**src/rtl/defines.svh**
```systemverilog
// Opcode constants shared by the NPC core decode logic.
// Each value is the 7-bit major opcode found in instruction bits [6:0].
`ifndef CORE_DEFINES_SVH
`define CORE_DEFINES_SVH

`define LOAD_OPCODE    7'b0000011
`define STORE_OPCODE   7'b0100011
`define OP_IMM_OPCODE  7'b0010011
`define OP_OPCODE      7'b0110011
`define LUI_OPCODE     7'b0110111
`define AUIPC_OPCODE   7'b0010111
`define JAL_OPCODE     7'b1101111
`define JALR_OPCODE    7'b1100111
`define BRANCH_OPCODE  7'b1100011
`define SYSTEM_OPCODE  7'b1110011

`endif

```
**src/rtl/core_pkg.sv**
```systemverilog
// core_pkg: shared types and constants for the NPC core sequencer.
//   ctrl_state_e : sequencer states, also exported on the debug state port
//   EBREAK_INST  : full encoding of ebreak, which halts the core
//   NOP_INST     : addi x0,x0,0, loaded into the IR at reset
package core_pkg;

    typedef enum logic [2:0] {
        FETCH = 3'd0,
        EXEC  = 3'd1,
        MEM   = 3'd2,
        WB    = 3'd3,
        HALT  = 3'd4,
        ERR   = 3'd5
    } ctrl_state_e;

    localparam logic [31:0] EBREAK_INST = 32'h0010_0073;
    localparam logic [31:0] NOP_INST    = 32'h0000_0013;

endpackage

```
**src/rtl/wait_timer.sv**
```systemverilog
// wait_timer: counts consecutive cycles spent waiting on a memory response.
// Ports:
//   clk, rst_n : clock and synchronous active-low reset
//   clear      : forces the count back to zero on the next edge
//   enable     : a waiting cycle; the count advances by one
//   expired    : this waiting cycle is the last one allowed (count == TIMEOUT-1)
// expired is qualified with enable so a response arriving in the final cycle
// (which drops enable) is never mistaken for a timeout.
module wait_timer #(
    parameter logic [15:0] TIMEOUT = 16'd1024
) (
    input  logic clk,
    input  logic rst_n,
    input  logic clear,
    input  logic enable,
    output logic expired
);

    logic [15:0] count;

    always_ff @(posedge clk) begin
        if (!rst_n || clear) begin
            count <= 16'd0;
        end else if (enable) begin
            count <= count + 16'd1;
        end
    end

    assign expired = enable && (count == (TIMEOUT - 16'd1));

endmodule

```
**src/rtl/core_ctrl.sv**
```systemverilog
// core_ctrl: multi-cycle sequencer for the NPC core.
// Steps each instruction FETCH -> EXEC -> [MEM] -> WB and owns PC, IR and the
// retired-instruction counter.
// Ports:
//   clk, rst_n              : clock, synchronous active-low reset
//   inst_req/inst_addr      : fetch request and address (= pc)
//   inst_valid/inst_rdata   : fetch response; only looked at in FETCH
//   inst, pc                : IR and PC, fed to idu/exu
//   dnpc                    : next PC from exu; taken in WB
//   lsu_req/lsu_we/lsu_done : data-memory request, store flag, completion
//   reg_we                  : GPR write enable, one cycle in WB
//   halted, error           : sticky terminal status (ebreak / illegal or timeout)
//   instret                 : retired-instruction count
//   dbg_state               : current sequencer state, for observation only
// Handshake: a request output is high for as long as the FSM sits in the
// state that owns it; the matching response input is only sampled in that
// state, so a response seen in any other state has no effect.
`include "defines.svh"

module core_ctrl
    import core_pkg::*;
#(
    parameter logic [31:0] RESET_PC = 32'h8000_0000,
    parameter logic [15:0] TIMEOUT  = 16'd1024
) (
    input  logic        clk,
    input  logic        rst_n,
    output logic        inst_req,
    output logic [31:0] inst_addr,
    input  logic        inst_valid,
    input  logic [31:0] inst_rdata,
    output logic [31:0] inst,
    output logic [31:0] pc,
    input  logic [31:0] dnpc,
    output logic        lsu_req,
    output logic        lsu_we,
    input  logic        lsu_done,
    output logic        reg_we,
    output logic        halted,
    output logic        error,
    output logic [63:0] instret,
    output ctrl_state_e dbg_state
);

    ctrl_state_e state;
    logic [6:0]  opcode;
    logic        waiting;
    logic        timed_out;
    logic        no_writeback;

    assign opcode = inst[6:0];

    // Only cycles that are still waiting advance the timer; any other cycle
    // (including the one where the response arrives) restarts it.
    assign waiting = ((state == FETCH) && !inst_valid) ||
                     ((state == MEM)   && !lsu_done);

    wait_timer #(
        .TIMEOUT (TIMEOUT)
    ) u_wait_timer (
        .clk     (clk),
        .rst_n   (rst_n),
        .clear   (!waiting),
        .enable  (waiting),
        .expired (timed_out)
    );

    always_ff @(posedge clk) begin
        if (!rst_n) begin
            state   <= FETCH;
            pc      <= RESET_PC;
            inst    <= NOP_INST;
            instret <= 64'd0;
        end else begin
            case (state)
                FETCH: begin
                    if (inst_valid) begin
                        inst  <= inst_rdata;
                        state <= EXEC;
                    end else if (timed_out) begin
                        state <= ERR;
                    end
                end
                EXEC: begin
                    // ebreak shares the SYSTEM opcode, so match it first.
                    if (inst == EBREAK_INST) begin
                        instret <= instret + 64'd1;
                        state   <= HALT;
                    end else begin
                        case (opcode)
                            `LOAD_OPCODE,
                            `STORE_OPCODE:  state <= MEM;
                            `LUI_OPCODE,
                            `AUIPC_OPCODE,
                            `JAL_OPCODE,
                            `JALR_OPCODE,
                            `BRANCH_OPCODE,
                            `OP_IMM_OPCODE,
                            `OP_OPCODE,
                            `SYSTEM_OPCODE: state <= WB;
                            default:        state <= ERR;
                        endcase
                    end
                end
                MEM: begin
                    if (lsu_done) begin
                        state <= WB;
                    end else if (timed_out) begin
                        state <= ERR;
                    end
                end
                WB: begin
                    pc      <= dnpc;
                    instret <= instret + 64'd1;
                    state   <= FETCH;
                end
                HALT:    state <= HALT;
                ERR:     state <= ERR;
                default: state <= ERR;
            endcase
        end
    end

    // Stores, branches and CSR/system instructions have no GPR result here.
    assign no_writeback = (opcode == `STORE_OPCODE)  ||
                          (opcode == `BRANCH_OPCODE) ||
                          (opcode == `SYSTEM_OPCODE);

    assign inst_req  = (state == FETCH);
    assign inst_addr = pc;
    assign lsu_req   = (state == MEM);
    assign lsu_we    = (state == MEM) && (opcode == `STORE_OPCODE);
    assign reg_we    = (state == WB) && !no_writeback;
    assign halted    = (state == HALT);
    assign error     = (state == ERR);
    assign dbg_state = state;

endmodule

```
**config.mk**
```make
export PLATFORM = sky130hd
export DESIGN_NAME = core_ctrl
export DESIGN_NICKNAME = d
export VERILOG_FILES = /design/src/rtl/core_pkg.sv /design/src/rtl/wait_timer.sv /design/src/rtl/core_ctrl.sv
export VERILOG_INCLUDE_DIRS = /design/src /design/src/rtl
export SDC_FILE = /design/constraint.sdc
export NUM_CORES = 1
export LEC_CHECK = 0
export ABC_AREA = 1
export CELL_PAD_IN_SITES_DETAIL_PLACEMENT = 1
export CELL_PAD_IN_SITES_GLOBAL_PLACEMENT = 1
export CORE_ASPECT_RATIO = 0.7
export CORE_MARGIN = 3
export CORE_UTILIZATION = 30
export DETAILED_ROUTE_END_ITERATION = 6
export PLACE_DENSITY = 0.72
export SLEW_MARGIN = 20
export SYNTH_ARGS = -nofsm -noshare
export SYNTH_HDL_FRONTEND = slang
export SYNTH_HIERARCHICAL = 1
export SYNTH_SLANG_ARGS = --single-unit
```
**constraint.sdc**
```tcl
create_clock -name clk -period 4 [get_ports clk]
set_input_delay 1.2 -clock clk [delete_from_list [all_inputs] [get_ports clk]]
set_output_delay 1.2 -clock clk [all_outputs]
set_load 0.02 [all_outputs]
```
==> results.sh, run 1 <==
export IMPL_place_congestion=0.9060
export IMPL_postCtsHoldBufs=0
export IMPL_crit_cells=5
export IMPL_rr_endpoint="instret[57]"
export IMPL_vdd_drop_max_uv=267.4
export IMPL_cts_setup_buffers=0
export IMPL_num_antenna_cells=0
export IMPL_clk_latency_ps=440
export IMPL_cpMaxStageDelayCell="clkdlybuf4s50_1"
export IMPL_drc=0
export IMPL_cts_tree="yes"
export IMPL_ys_warnings_count=6
export IMPL_post_synth_top_count_cell="nand2_1"
export IMPL_final_util_pct=42.41
export IMPL_dieArea_mm2=0.02882
export IMPL_gr_max_usage_layer="met1"
export IMPL_tightest_slew_ps=954.4
export IMPL_path_class="flop to output port"
export IMPL_rr_worst_depth=7
export IMPL_power_w=0.004993
export IMPL_hold_violations=0
export IMPL_fmax_mhz=293.2
export IMPL_core_area_mm2=0.02599
export IMPL_syn_nets=1344
export IMPL_period_needed_ps=3410
export IMPL_crit_fanout=34
export IMPL_synth_enable_flop_cells=0
export IMPL_synth_cells=1274
export IMPL_dpl_hpwl_um=24090
export IMPL_r2r_slack_ps=1000
export IMPL_cts_resized=0
export IMPL_setup_viol=0
export IMPL_cap_violations=0
export IMPL_fillers=3409
export IMPL_hold_path_class="flop to flop"
export IMPL_vias_per_cell=4.864
export IMPL_io_pins=237
export IMPL_start_util_pct=30.92
export IMPL_grt_max_degree=51
export IMPL_antenna_left=0
export IMPL_drive_gt1_share_pct=5.683
export IMPL_syn_cell_area_mm2=0.008036
export IMPL_ys_ff_latch=147
export IMPL_maxSlewHeadroom_pct=36.37
export IMPL_crit_start="dbg_state[0]"
export IMPL_crit_end="reg_we"
export IMPL_min_from="inst[14]"
export IMPL_yosys_top_cells_count="nand2_1, nor2_1, dfxtp_1, inv_1, a21oi_1"
export IMPL_rsz0062_at_grt="false"
export IMPL_port_buffers=236
export IMPL_clkSinkCount=147
export IMPL_holdPathStages=2
export IMPL_post_synth_top_area_cell="dfxtp_1"
export IMPL_grt_use_total_pct=21.60
export IMPL_power_leakage_nw=3.912
export IMPL_synth_distinct_cells=35
export IMPL_die_w_um=201.6
export IMPL_fin_crit_sh_pct=85.26
export IMPL_via_count=8925
export IMPL_p_per_area_mw_per_mm2=452.9
export IMPL_grt_pass1_vias=8874
export IMPL_yosysTopAreaCellShare_pct=36.62
export IMPL_synthTopCellsByArea="dfxtp_1, nand2_1, nor2_1"
export IMPL_cp_top_family="buffers and inverters"
export IMPL_met2_usage_pct=31.94
export IMPL_use_met1_pct=32.61
export IMPL_firstDrtPassIters=4
export IMPL_rows=49
export IMPL_clock_skew_ps=12.92
export IMPL_tns_ps=0
export IMPL_path_cells="inv_2 -> nor3_4 -> buf_4 -> o211a_1 -> clkdlybuf4s50_1"
export IMPL_arrival_ps=2210
export IMPL_die_y_um=142.9
export IMPL_outcome="completed"
export IMPL_nets=1535
export IMPL_yosysSeqAreaShare_pct=36.62
export IMPL_root_buffer="clkbuf_16"
export IMPL_synthArstFlopShare_pct=0
export IMPL_area_growth_syn_to_layout_pct=37.18
export IMPL_synthFlopType="dfxtp_1"
export IMPL_critPathLaunchType="flop"
export IMPL_cp_required_ps=2800
export IMPL_cts_buffer_depth=2
export IMPL_grt_ovfl_total=0
export IMPL_endpoint_kind="output port"
export IMPL_cts_htree_levels=4
export IMPL_dr_first_iter_drc_count=441
export IMPL_antenna_found_initial=0
export IMPL_clkTransAtPathRegs_ps=70
export IMPL_wirelength_um=31240
export IMPL_path_buf_inv=3
export IMPL_wire_per_inst_um=17.02
export IMPL_cts_buffers=17
export IMPL_final_max_slew_viol_count=0
export IMPL_avgSynthCellArea_um2=6.308
export IMPL_grt_pass1_wl_um=49360
export IMPL_crit_path_max_incr_delay_ps=600
export IMPL_use_met3_pct=4.602
export IMPL_worstReg2RegStart="dbg_state[2]"
[flip-flops by register name, indices dropped and copies added, names as in the netlist]
| register | count |
|---|---|
| instret | 64 |
| inst | 32 |
| inst_addr | 32 |
| dbg_state | 3 |
| u_wait_timer/count | 16 |
[worst reg2reg max path, delay by kind of cell, from the launching register on]
family / cells / cell delay, ps
flip-flops: 1 / 470
buffers and inverters: 3 / 1530
AND/OR/NAND/NOR: 3 / 760
AO/OA/AOI/OAI: 1 / 170
[kinds of logic after synthesis]
family	share of synthesized area [%]
simple gates	38.30
buf+inv	10.93
compound gates	11.33
flops	36.62
xor+xnor	2.507
fa+ha+maj	0.3113
[final cells by class]
class,count,area [um^2],area share (%)
well taps,357,446.7,4.052
repair buffers,243,2410,21.86
clock buffers,17,425.4,3.859
inverters,113,424.2,3.847
clock inverters,15,157.7,1.430
multi-input cells,943,4218,38.26
flip-flops and latches,147,2943,26.69
[stage by stage]
step | instance area, um^2 | cells | hold WS [ps] | worst slack (ps)
after floorplan | 8036 | 1274 | 476.3 | 1446
after global placement | 10440 | 1803 | 458.4 | 966.5
after detailed placement | 10440 | 1803 | 465.1 | 942.5
after CTS | 11020 | 1835 | 475.0 | 555.5
after global routing | 11020 | 1835 | 490.8 | 440.8
final | 11020 | 1835 | 470.7 | 589.7
[report_power, final]
group / switching [W] / leakage, nW / internal, W / total [W]
logic: 0.000925 / 2.44 / 0.000630 / 0.00156
registers: 0.000143 / 1.19 / 0.00164 / 0.00179
clock network: 0.000764 / 0.283 / 0.000888 / 0.00165
[worst min-delay path by stage]
stage | endpoint | slack, ps
floorplan | u_wait_timer/count[15] | 480
global placement | inst[14] | 460
detailed placement | inst[31] | 470
CTS | inst[14] | 470
global route | inst[27] | 490
finish | inst[14] | 470
[per-layer routing]
metal  vias up  wire length [um]
met4         0               171
met5         -                 0
met3        12              1568
met1      4311             16680
li1       4379                 -
met2       223             12820
[cells in the final DEF (no fill, tap or decap), types with 3 or more instances in the layout]
| cell type | synthesis | final |
|---|---|---|
| nand2_1 | 372 | 371 |
| nor2_1 | 247 | 247 |
| clkdlybuf4s50_1 | 0 | 235 |
| dfxtp_1 | 147 | 147 |
| inv_1 | 105 | 105 |
| a21oi_1 | 96 | 96 |
| o21ai_0 | 74 | 74 |
| nand3_1 | 52 | 52 |
| nand4_1 | 21 | 21 |
| clkbuf_16 | 0 | 17 |
| nor2_2 | 15 | 15 |
| xnor2_1 | 14 | 14 |
| nor3_1 | 10 | 10 |
| nor2_4 | 9 | 9 |
| xor2_1 | 9 | 9 |
| inv_6 | 0 | 9 |
| inv_2 | 7 | 7 |
| buf_4 | 34 | 7 |
| nand2_2 | 5 | 6 |
| inv_8 | 0 | 3 |
(Power assumes the default switching activity.)
==> run 2, diff against run 1 <==
--- a/config.mk
+++ b/config.mk
@@ -9,11 +9,11 @@
 export ABC_AREA = 1
 export CELL_PAD_IN_SITES_DETAIL_PLACEMENT = 1
 export CELL_PAD_IN_SITES_GLOBAL_PLACEMENT = 1
-export CORE_ASPECT_RATIO = 0.7
 export CORE_MARGIN = 3
 export CORE_UTILIZATION = 30
 export DETAILED_ROUTE_END_ITERATION = 6
 export PLACE_DENSITY = 0.72
+export SKIP_CTS_REPAIR_TIMING = 1
 export SLEW_MARGIN = 20
 export SYNTH_ARGS = -nofsm -noshare
 export SYNTH_HDL_FRONTEND = slang
==> results.sh, run 2 (synthesis gave the netlist of run 1 again) <==
export IMPL_outcome="completed"
export IMPL_hold_violations=0
export IMPL_largest_reg_flops=64
export IMPL_via_count=8738
export IMPL_dpl_hpwl_um=23130
export IMPL_cts_buffers=17
export IMPL_die_y_um=169.7
export IMPL_cp_required_ps=2800
export IMPL_vdd_drop_max_uv=294.1
export IMPL_core_area_mm2=0.02621
export IMPL_min_to="inst[13]"
export IMPL_port_buffers=236
export IMPL_crit_path_max_incr_delay_ps=690
export IMPL_crit_fanout=4
export IMPL_r2r_slack_ps=1170
export IMPL_rsz0062_at_grt="false"
export IMPL_tns_ps=0
export IMPL_largest_register="instret"
export IMPL_wire_per_inst_um=16.72
export IMPL_cp_top_family="buffers and inverters"
export IMPL_worstReg2RegStart="dbg_state[1]"
export IMPL_antenna_found_initial=0
export IMPL_p_per_area_mw_per_mm2=462.6
export IMPL_cts_buffer_depth=2
export IMPL_arrival_ps=2140
export IMPL_clkSinkCount=147
export IMPL_area_growth_syn_to_layout_pct=37.46
export IMPL_cts_htree_levels=4
export IMPL_critPathLaunchType="flop"
export IMPL_tightest_slew_ps=959.8
export IMPL_holdPathStages=2
export IMPL_path_buf_inv=1
export IMPL_root_buffer="clkbuf_16"
export IMPL_place_congestion=0.8770
export IMPL_cpMaxStageDelayCell="clkdlybuf4s50_1"
export IMPL_clkTransAtPathRegs_ps=80
export IMPL_rr_endpoint="instret[57]"
export IMPL_final_common_cell="nand2_1"
export IMPL_min_from="inst[13]"
export IMPL_nets=1535
export IMPL_die_w_um=169.7
export IMPL_drc=0
export IMPL_cts_tree="yes"
export IMPL_antenna_left=0
export IMPL_grt_ovfl_total=0
export IMPL_cap_violations=0
export IMPL_path_cells="nand2_1 -> nor2_2 -> nand3_1 -> nor3_1 -> clkdlybuf4s50_1"
export IMPL_mostFrequentLayoutCells="nand2_1, nor2_1, clkdlybuf4s50_1"
export IMPL_power_leakage_nw=3.936
export IMPL_period_needed_ps=3341
export IMPL_clock_skew_ps=18.55
export IMPL_rr_worst_depth=9
export IMPL_rows=59
export IMPL_endpoint_kind="output port"
export IMPL_grt_pass1_vias=8977
export IMPL_path_class="flop to output port"
export IMPL_maxSlewHeadroom_pct=35.92
export IMPL_grt_max_degree=79
export IMPL_vias_per_cell=4.820
export IMPL_drive_gt1_share_pct=5.683
export IMPL_fin_crit_sh_pct=83.53
export IMPL_final_max_slew_viol_count=0
export IMPL_fillers=3404
export IMPL_firstDrtPassIters=5
export IMPL_dr_first_iter_drc_count=486
export IMPL_io_pins=237
export IMPL_start_util_pct=30.67
export IMPL_clk_latency_ps=440
export IMPL_grt_pass1_wl_um=48500
export IMPL_num_antenna_cells=0
export IMPL_setup_viol=0
export IMPL_grt_use_total_pct=21.13
export IMPL_hold_path_class="flop to flop"
export IMPL_fmax_mhz=299.3
export IMPL_wirelength_um=30310
export IMPL_dieArea_mm2=0.02879
export IMPL_final_util_pct=42.15
run 2: routing by layer:
metal | global-route usage, % | up-vias | part of all wire [%]
met3 | 6.126 | 27 | 6.8
met2 | 35.21 | 223 | 47
met5 | 0 | - | 0
met4 | 5.690 | 0 | 1.6
met1 | 26.77 | 4117 | 45
li1 | - | 4371 | -
run 2: worst reg2reg max path, stage by stage (launching register included):
cell and delay (ps):
dfxtp_1 400, inv_2 90, nor3_4 190, buf_4 340
inv_2 360, nand2_2 190, buf_4 400, inv_2 430
nand2_1 200, a21oi_1 90
run 2: how the worst max path moves through the flow:
stage | start | end | slack [ps] | depth (start not counted)
global placement | lsu_done | dbg_state[0] | 1000 | 9
global route | inst[0] | lsu_we | 460 | 5
CTS | inst[0] | lsu_we | 640 | 5
detailed placement | lsu_done | dbg_state[0] | 890 | 9
finish | inst[0] | lsu_we | 660 | 5
floorplan | dbg_state[1] | reg_we | 1450 | 4
run 2: cell type report:
cell class,count,area (um^2),area share (%)
clock buffers,17,425.4,3.851
clock inverters,15,207.7,1.880
inverters,113,424.2,3.840
multi-input cells,943,4218,38.18
flip-flops and latches,147,2943,26.64
well taps,335,419.2,3.794
repair buffers,243,2410,21.81
run 2: where the power goes:
part	switching [W]	internal (W)
combinational	0.000940	0.000636
sequential	0.000140	0.00164
clock	0.000839	0.000914
run 2: per-stage QoR:
stage / cell area, um^2 / std cells / power [W] / setup WS, ps / hold WS [ps]
after floorplan: 8036 / 1274 / 0.002710 / 1446 / 476.3
after global placement: 10410 / 1781 / 0.003388 / 997.4 / 457.0
after detailed placement: 10410 / 1781 / 0.003412 / 892.2 / 465.4
after CTS: 11050 / 1813 / 0.005184 / 641.6 / 477.1
after global routing: 11050 / 1813 / 0.005390 / 463.4 / 506.4
final: 11050 / 1813 / 0.005110 / 658.9 / 476.1
==> run 3, diff against run 2 <==
==> constraint.sdc (replaced) <==
create_clock -name clk -period 3.3 [get_ports clk]
set_input_delay 0.99 -clock clk [delete_from_list [all_inputs] [get_ports clk]]
set_output_delay 0.99 -clock clk [all_outputs]
set_load 0.02 [all_outputs]
==> results.sh, run 3 (synthesis gave the netlist of run 1 again) <==
export IMPL_outcome="completed"
export IMPL_largest_register="instret"
export IMPL_arrival_ps=2120
export IMPL_p_per_area_mw_per_mm2=556.5
export IMPL_rows=59
export IMPL_dpl_hpwl_um=22920
export IMPL_final_common_cell="nand2_1"
export IMPL_clk_latency_ps=440
export IMPL_antenna_found_initial=0
export IMPL_grt_pass1_vias=8870
export IMPL_place_congestion=0.8524
export IMPL_power_w=0.006173
export IMPL_dieArea_mm2=0.02879
export IMPL_r2r_slack_ps=910
export IMPL_dr_first_iter_drc_count=464
export IMPL_port_buffers=236
export IMPL_area_growth_syn_to_layout_pct=38.02
export IMPL_final_max_slew_viol_count=0
export IMPL_dp_cells=1782
export IMPL_crit_end="lsu_we"
export IMPL_clkPwrFrac_pct=33.7
export IMPL_period_needed_ps=3113
export IMPL_cts_buffer_depth=2
export IMPL_fin_crit_sh_pct=94.32
export IMPL_worstReg2RegStart="instret[0]"
export IMPL_via_count=8688
export IMPL_cap_violations=0
export IMPL_rr_endpoint="instret[38]"
export IMPL_wirelength_um=29900
export IMPL_largest_reg_flops=64
export IMPL_switching_share_pct=37.11
export IMPL_hold_path_class="flop to flop"
export IMPL_crit_fanout=4
export IMPL_clock_skew_ps=20.50
export IMPL_grt_use_total_pct=20.75
export IMPL_tightest_slew_ps=938.3
export IMPL_cts_buffers=17
export IMPL_tns_ps=0
export IMPL_drive_gt1_share_pct=5.747
export IMPL_num_antenna_cells=0
export IMPL_power_leakage_nw=3.953
export IMPL_path_class="flop to output port"
export IMPL_drc=0
export IMPL_comb_power_share_pct=31.3
export IMPL_grt_ovfl_total=0
export IMPL_nets=1536
export IMPL_mostFrequentLayoutCells="nand2_1, nor2_1, clkdlybuf4s50_1"
export IMPL_cts_htree_levels=4
export IMPL_clkTransAtPathRegs_ps=80
export IMPL_p_switching_w=0.002291
export IMPL_maxSlewHeadroom_pct=37.36
export IMPL_rsz0062_at_grt="false"
export IMPL_die_w_um=169.7
export IMPL_wire_per_inst_um=16.48
export IMPL_antenna_left=0
export IMPL_core_area_mm2=0.02621
export IMPL_dpl_instance_area_mm2=0.01046
export IMPL_root_buffer="clkbuf_16"
export IMPL_clkSinkCount=147
export IMPL_io_pins=237
export IMPL_intPower_w=0.003882
export IMPL_die_y_um=169.7
export IMPL_hold_violations=0
export IMPL_critPathLaunchType="flop"
export IMPL_vdd_drop_max_uv=319.4
export IMPL_cp_required_ps=2310
export IMPL_rr_worst_depth=10
export IMPL_fmax_mhz=321.3
export IMPL_endpoint_kind="output port"
export IMPL_cts_tree="yes"
export IMPL_firstDrtPassIters=5
export IMPL_grt_pass1_wl_um=47490
export IMPL_pwr_share_seq_pct=34.9
export IMPL_hold_ws_ps=473.4
export IMPL_final_cell_area_mm2=0.01109
export IMPL_crit_start="inst[0]"
export IMPL_setup_viol=0
export IMPL_start_util_pct=30.67
export IMPL_grt_max_degree=60
export IMPL_final_cells=1814
export IMPL_vias_per_cell=4.789
export IMPL_fillers=3376
[run 3: cell types whose count changed in the layout (fill, tap and decap cells not counted)]
cell	change
buf_12	+3
buf_4	-2
clkinv_4	+2
inv_6	-2
[run 3: worst max-delay path: stages (launching register included)]
cell and delay [ps]:
dfxtp_1 370, nand2_1 110, nor2_2 160, nand3_1 180, nor3_1 180, clkdlybuf4s50_1 670
[run 3: how the worst min path moves through the flow]
stage	start	endpoint	slack [ps]	depth (start not counted)
2_1_floorplan	u_wait_timer/count[15]	u_wait_timer/count[15]	480	2
6_report	inst[17]	inst[17]	470	2
3_5_place_dp	inst[13]	inst[13]	470	2
5_1_grt	inst[29]	inst[29]	510	2
4_1_cts	inst[17]	inst[17]	480	2
3_3_place_gp	inst[16]	inst[16]	460	2
[run 3: cell type report]
class	instances	area (um^2)	area share [%]
multi-input cells	943	4218	38.03
flip-flops and latches	147	2943	26.53
repair buffers	244	2455	22.13
clock buffers	17	425.4	3.835
inverters	113	424.2	3.824
well taps	335	419.2	3.779
clock inverters	15	207.7	1.873
[run 3: power groups by stage]
stage / sequential (W) / clock, W / combinational [W]
final: 0.00216 / 0.00208 / 0.00193
after floorplan: 0.00242 / 0 / 0.000863
after global placement: 0.00219 / 0 / 0.00194
after detailed placement: 0.00220 / 0 / 0.00195
after CTS: 0.00216 / 0.00214 / 0.00197
after global routing: 0.00219 / 0.00223 / 0.00212
[run 3: through the flow]
stage,util [%],setup WS [ps]
floorplan,-,956.0
global placement,39.91,625.2
detailed placement,39.91,531.9
CTS,42.33,156.2
global route,42.33,10.65
finish,42.33,187.5
[run 3: routing by layer]
metal | vias to the layer above | global-route usage, % | share of wire (%)
li1 | 4373 | - | -
met1 | 4060 | 25.56 | 44
met2 | 222 | 34.48 | 47
met3 | 33 | 6.988 | 7.5
met4 | 0 | 6.152 | 1.7
met5 | - | 0 | 0
